## src/rtl/can_bit_destuff.sv

```systemverilog
// CAN receive bit destuffer: removes stuff bits after RUN_LEN equal bits,
// forwards payload bits as one-cycle strobes, and flags stuff errors.
module can_bit_destuff #(
    parameter int unsigned RUN_LEN = 5
) (
    input  logic       clk,
    input  logic       rst,
    input  logic       sample_en,
    input  logic       rx_bit,
    input  logic       stuff_en,
    input  logic       clear,
    output logic       bit_out,
    output logic       bit_valid,
    output logic       stuff_bit,
    output logic       stuff_err,
    output logic [2:0] run_cnt
);

    typedef enum logic [1:0] {
        IDLE,
        ACTIVE,
        EXPECT_STUFF,
        ERROR
    } state_t;

    localparam logic [2:0] RUN_MAX = 3'(RUN_LEN);

    state_t     state, state_n;
    logic       last_bit, last_bit_n;
    logic [2:0] run_cnt_n;
    logic [2:0] run_inc;
    logic       bit_out_n, bit_valid_n, stuff_bit_n, stuff_err_n;

    // Saturating increment of the current run length.
    always_comb begin
        run_inc = (run_cnt >= RUN_MAX) ? RUN_MAX : run_cnt + 3'd1;
    end

    // Next-state and registered-output computation.
    always_comb begin
        state_n     = state;
        last_bit_n  = last_bit;
        run_cnt_n   = run_cnt;
        bit_out_n   = bit_out;
        bit_valid_n = 1'b0;
        stuff_bit_n = 1'b0;
        stuff_err_n = stuff_err;

        if (clear) begin
            // Clear wins over a coincident sample; the sample is dropped.
            state_n     = IDLE;
            last_bit_n  = 1'b1;
            run_cnt_n   = '0;
            bit_out_n   = 1'b0;
            stuff_err_n = 1'b0;
        end else if (state == ERROR) begin
            stuff_err_n = 1'b1;
        end else if (!stuff_en) begin
            // Outside the stuffed region every sample is a plain pass-through.
            state_n    = IDLE;
            last_bit_n = 1'b1;
            run_cnt_n  = '0;
            if (sample_en) begin
                bit_out_n   = rx_bit;
                bit_valid_n = 1'b1;
            end
        end else if (sample_en) begin
            case (state)
                IDLE: begin
                    state_n     = ACTIVE;
                    run_cnt_n   = 3'd1;
                    last_bit_n  = rx_bit;
                    bit_out_n   = rx_bit;
                    bit_valid_n = 1'b1;
                end
                ACTIVE: begin
                    run_cnt_n   = (rx_bit == last_bit) ? run_inc : 3'd1;
                    last_bit_n  = rx_bit;
                    bit_out_n   = rx_bit;
                    bit_valid_n = 1'b1;
                    if (run_cnt_n == RUN_MAX) begin
                        state_n = EXPECT_STUFF;
                    end
                end
                EXPECT_STUFF: begin
                    if (rx_bit != last_bit) begin
                        state_n     = ACTIVE;
                        stuff_bit_n = 1'b1;
                        run_cnt_n   = 3'd1;
                        last_bit_n  = rx_bit;
                    end else begin
                        state_n     = ERROR;
                        stuff_err_n = 1'b1;
                    end
                end
                default: begin
                    state_n = IDLE;
                end
            endcase
        end
    end

    // State and output registers.
    always_ff @(posedge clk or posedge rst) begin
        if (rst) begin
            state     <= IDLE;
            last_bit  <= 1'b1;
            run_cnt   <= '0;
            bit_out   <= 1'b0;
            bit_valid <= 1'b0;
            stuff_bit <= 1'b0;
            stuff_err <= 1'b0;
        end else begin
            state     <= state_n;
            last_bit  <= last_bit_n;
            run_cnt   <= run_cnt_n;
            bit_out   <= bit_out_n;
            bit_valid <= bit_valid_n;
            stuff_bit <= stuff_bit_n;
            stuff_err <= stuff_err_n;
        end
    end

endmodule

```

## config.mk

```make
export PLATFORM = sky130hd
export DESIGN_NAME = can_bit_destuff
export DESIGN_NICKNAME = d
export VERILOG_FILES = /design/src/rtl/can_bit_destuff.sv
export SDC_FILE = /design/constraint.sdc
export NUM_CORES = 1
export LEC_CHECK = 0
export ABC_AREA = 1
export CORE_MARGIN = 4
export CORE_UTILIZATION = 49
export CTS_CLUSTER_SIZE = 28
export DETAILED_ROUTE_END_ITERATION = 12
export GPL_ROUTABILITY_DRIVEN = 0
export HOLD_SLACK_MARGIN = 0.03
export PLACE_DENSITY = 0.76
export SKIP_CTS_REPAIR_TIMING = 1
export SLEW_MARGIN = 20
export SYNTH_ARGS = -nofsm -noshare
export SYNTH_HDL_FRONTEND = slang
export SYNTH_SLANG_ARGS = --single-unit
```

## constraint.sdc

```tcl
create_clock -name clk -period 1.6 [get_ports clk]
set_input_delay 0.32 -clock clk [delete_from_list [all_inputs] [get_ports clk]]
set_output_delay 0.32 -clock clk [all_outputs]
set_load 0.01 [all_outputs]
```

==> impl_summary.txt <==
----------------------------------------------------
[Status]
  Run status ... complete, no violations

[Worst setup path]
  Type of the worst setup path ... reg2out
  Ordered list of cells on the worst path ... clkdlybuf4s50_1
  Data required time at the worst endpoint ... 1.28 ns
  Crit path capture type ... output port
  Top cell family by delay on the critical path ... buffers and inverters
  Longest individual stage delay on the worst path ... around 0.56 ns
  Startpoint class of the critical path ... register
  Worst path buffer plus inverter count ... 1
  Worst-path maximum fanout ... 4
  Data arrival time at the worst-slack endpoint ... 1.24 ns
  Max stage delay cell, worst path ... sky130_fd_sc_hd__clkdlybuf4s50_1

[Clocking]
  H-tree depth ... 1
  CTS buffer count ... 3
  Worst-skew pair later-pin latency ... about 0.27 ns
  CTS clock-pin slew for the worst setup and hold paths ... roughly 0.070 ns
  Buffers from clock root to sink, at most ... 2
  CTS tree ... yes
  Cell chosen for the clock root ... sky130_fd_sc_hd__clkbuf_4
  Clock Sink Count ... 10

[Pwr]
  Power per Cell Area ... approximately 670 nW/µm²
  Worst voltage drop across the vdd grid ... between 0.0005 and 0.0006 V
  Standby leakage power ... 0.474 nW

[Global routing]
  Remaining global-route overflow ... 0
  Number of antenna violations at the first check in global routing ... 0
  Largest net degree at the start of global routing ... 11
  Gr usage total ... 0.185
  First-pass GRT wire length ... 2680 µm
  Via count of the first global-routing pass ... around 630

[Timing]
  Final critical delay including setup and external delays ... 1.56 ns
  Setup repair after global routing missed its margin ... no
  Share of the cycle needed by the critical path after routing ... 0.972
  Slew margin rel. ... 0.724
  Number of endpoints failing setup at the final stage ... 0
  Final Hold Violating Endpoints ... 0
  Timing-limited maximum frequency ... 643 MHz
  Setup skew after layout ... ~0.0028 ns
  Transition at the pin with the smallest max-transition slack ... about 0.41 ns
  Worst Setup Slack, final ... roughly 0.044 ns
  Count of pins over their slew limit ... 0
  Total Negative Setup Slacks ... 0 ns

[Route]
  Number of search-and-repair iterations in the first detailed-routing pass ... 4
  Met3 WL post-DR ... 57 µm
  Average detailed-routed wire length per instance ... between 10 and 15 µm
  Post-detailed-route DRC marker count ... 0
  WL met2 ... approximately 680 µm
  Vias ... about 670
  Number of vias per cell after detailed routing ... 4.95
  Length of routed wiring on met1 ... roughly 730 µm
  DR top layer ... met4
  Final wirelength ... ~1500 µm
  Routed Antenna Nets ... 0
  Number of DRC markers in iteration 0 ... 15

[Logic synthesis]
  Sequential element share of the synthesized area ... 0.362
  Number of instances in the synthesized netlist ... 97
  Post-synthesis net count ... 109
  Yosys reg bits ... 10
  Count of synthesis-stage warnings from yosys ... 0
  Mean Syn Cell Area ... approximately 7 µm²
  Syn Std Cell Area ... ~700 µm²
  Netlist cell types ... 16

[Layout]
  Relative area change from synthesis to final layout ... 32.3%
  Layout Nets ... 133
  Number of fill cells ... 116
  Layout Utilization ... 0.697
  Ant. Diodes ... 0
  Ratio of cells with drive above 1 in the final layout ... 0.183

[Die]
  Overall die area ... ~2100 µm²
  Vert. Die Dim ... 45.6 µm
  Initial core utilization ... 0.527
  Placement Rows ... 13
  IO Pins ... 13
  Die width ... between 40 and 50 µm
  Core Box Area ... approximately 1300 µm²

[Min path]
  Type of the most critical hold path ... in2async

[Place]
  Detailed placement HPWL ... ~1200 µm
  PortBufs ... 12
  Worst Setup Slack post-DPL ... -0.0781 ns

[Run]
  Number of max-capacitance violations reported ... 0

----------------------------------------------------
## stage by stage
step	instance area (µm²)	power (mW)	instances	hold WS [ns]
2_1_floorplan	694	0.360	97	0.159
3_3_place_gp	878	0.419	130	0.477
3_5_place_dp	878	0.422	130	0.482
4_1_cts	905	0.608	134	0.350
5_1_grt	918	0.648	135	0.379
6_report	918	0.613	135	0.333
## area by class of cell
| type | instances | area [µm²] | share of cell area |
|---|---|---|---|
| clock buffer | 4 | 26.3 | 0.0286 |
| timing repair buffer | 19 | 175 | 0.191 |
| inverter | 15 | 56.3 | 0.0613 |
| sequential | 10 | 255 | 0.278 |
| tap | 15 | 18.8 | 0.0204 |
| multi-input combinational | 72 | 387 | 0.421 |
## registers in the layout, indices dropped and copies added (netlist names)
register / cells
run_cnt: 3
bit_valid: 1
last_bit: 1
stuff_bit: 1
bit_out: 1
state: 2
stuff_err: 1
## cell usage in the layout (no fill, tap or decap)
master	count
sky130_fd_sc_hd__dfrtp_1	6
sky130_fd_sc_hd__clkbuf_4	3
sky130_fd_sc_hd__dfrtp_2	3
sky130_fd_sc_hd__nor2_4	1
sky130_fd_sc_hd__nand4_1	4
sky130_fd_sc_hd__ha_1	6
sky130_fd_sc_hd__nand2_1	25
sky130_fd_sc_hd__nand2_2	4
sky130_fd_sc_hd__nand3_1	9
sky130_fd_sc_hd__clkbuf_1	1
sky130_fd_sc_hd__o21ai_0	3
sky130_fd_sc_hd__dlymetal6s2s_1	1
sky130_fd_sc_hd__nor3_1	1
sky130_fd_sc_hd__dfstp_2	1
sky130_fd_sc_hd__buf_4	7
sky130_fd_sc_hd__o21ai_1	3
sky130_fd_sc_hd__clkdlybuf4s50_1	11
sky130_fd_sc_hd__a21oi_1	4
sky130_fd_sc_hd__nor2_1	9
sky130_fd_sc_hd__inv_1	15
sky130_fd_sc_hd__nor2_2	2
sky130_fd_sc_hd__nand3_2	1
## where the power goes
part           internal (mW)  switching [mW]
registers              0.268          0.0122
logic                 0.0651          0.0768
clock network         0.0966          0.0946
total                  0.430           0.184
## path summary, 6_finish.rpt
| path | from | to | slack (ns) | cells after the start |
|---|---|---|---|---|
| worst max-delay path | run_cnt[0]$_DFFE_PP0P_ | run_cnt[0] | 0.04 | 1 |
| worst min-delay path | rst | run_cnt[0]$_DFFE_PP0P_ | 0.33 | 2 |
| worst max register to register | state[1]$_DFFE_PP0P_ | state[0]$_DFFE_PP0P_ | 0.18 | 9 |
| worst min register to register | last_bit$_DFFE_PP1P_ | last_bit$_DFFE_PP1P_ | 0.49 | 2 |
| max in group asynchronous | rst | last_bit$_DFFE_PP1P_ | 0.94 | 2 |
| min in group clk | last_bit$_DFFE_PP1P_ | last_bit$_DFFE_PP1P_ | 0.49 | 2 |
## routing by layer
layer	up-vias	track usage
met5	-	0
met4	0	0.105
met3	4	0.0474
met2	12	0.273
met1	294	0.243
li1	358	-
## Yosys cell counts (all sizes together)
cell	instances	area [µm²]
nand2	29	119
inv	15	56.3
nor2	12	57.6
nand3	10	55.1
dfrtp	9	225
ha	6	75.1
o21ai	6	30.0
a21oi	4	20.0
nand4	4	25.0
dfstp	1	26.3
nor3	1	5.00
## logic make-up after synthesis
logic type,share of synthesized area
compound gates,0.0721
simple gates,0.377
flops,0.362
fa+ha+maj,0.108
buf+inv,0.0811
Power figures use the tool's default switching activity.
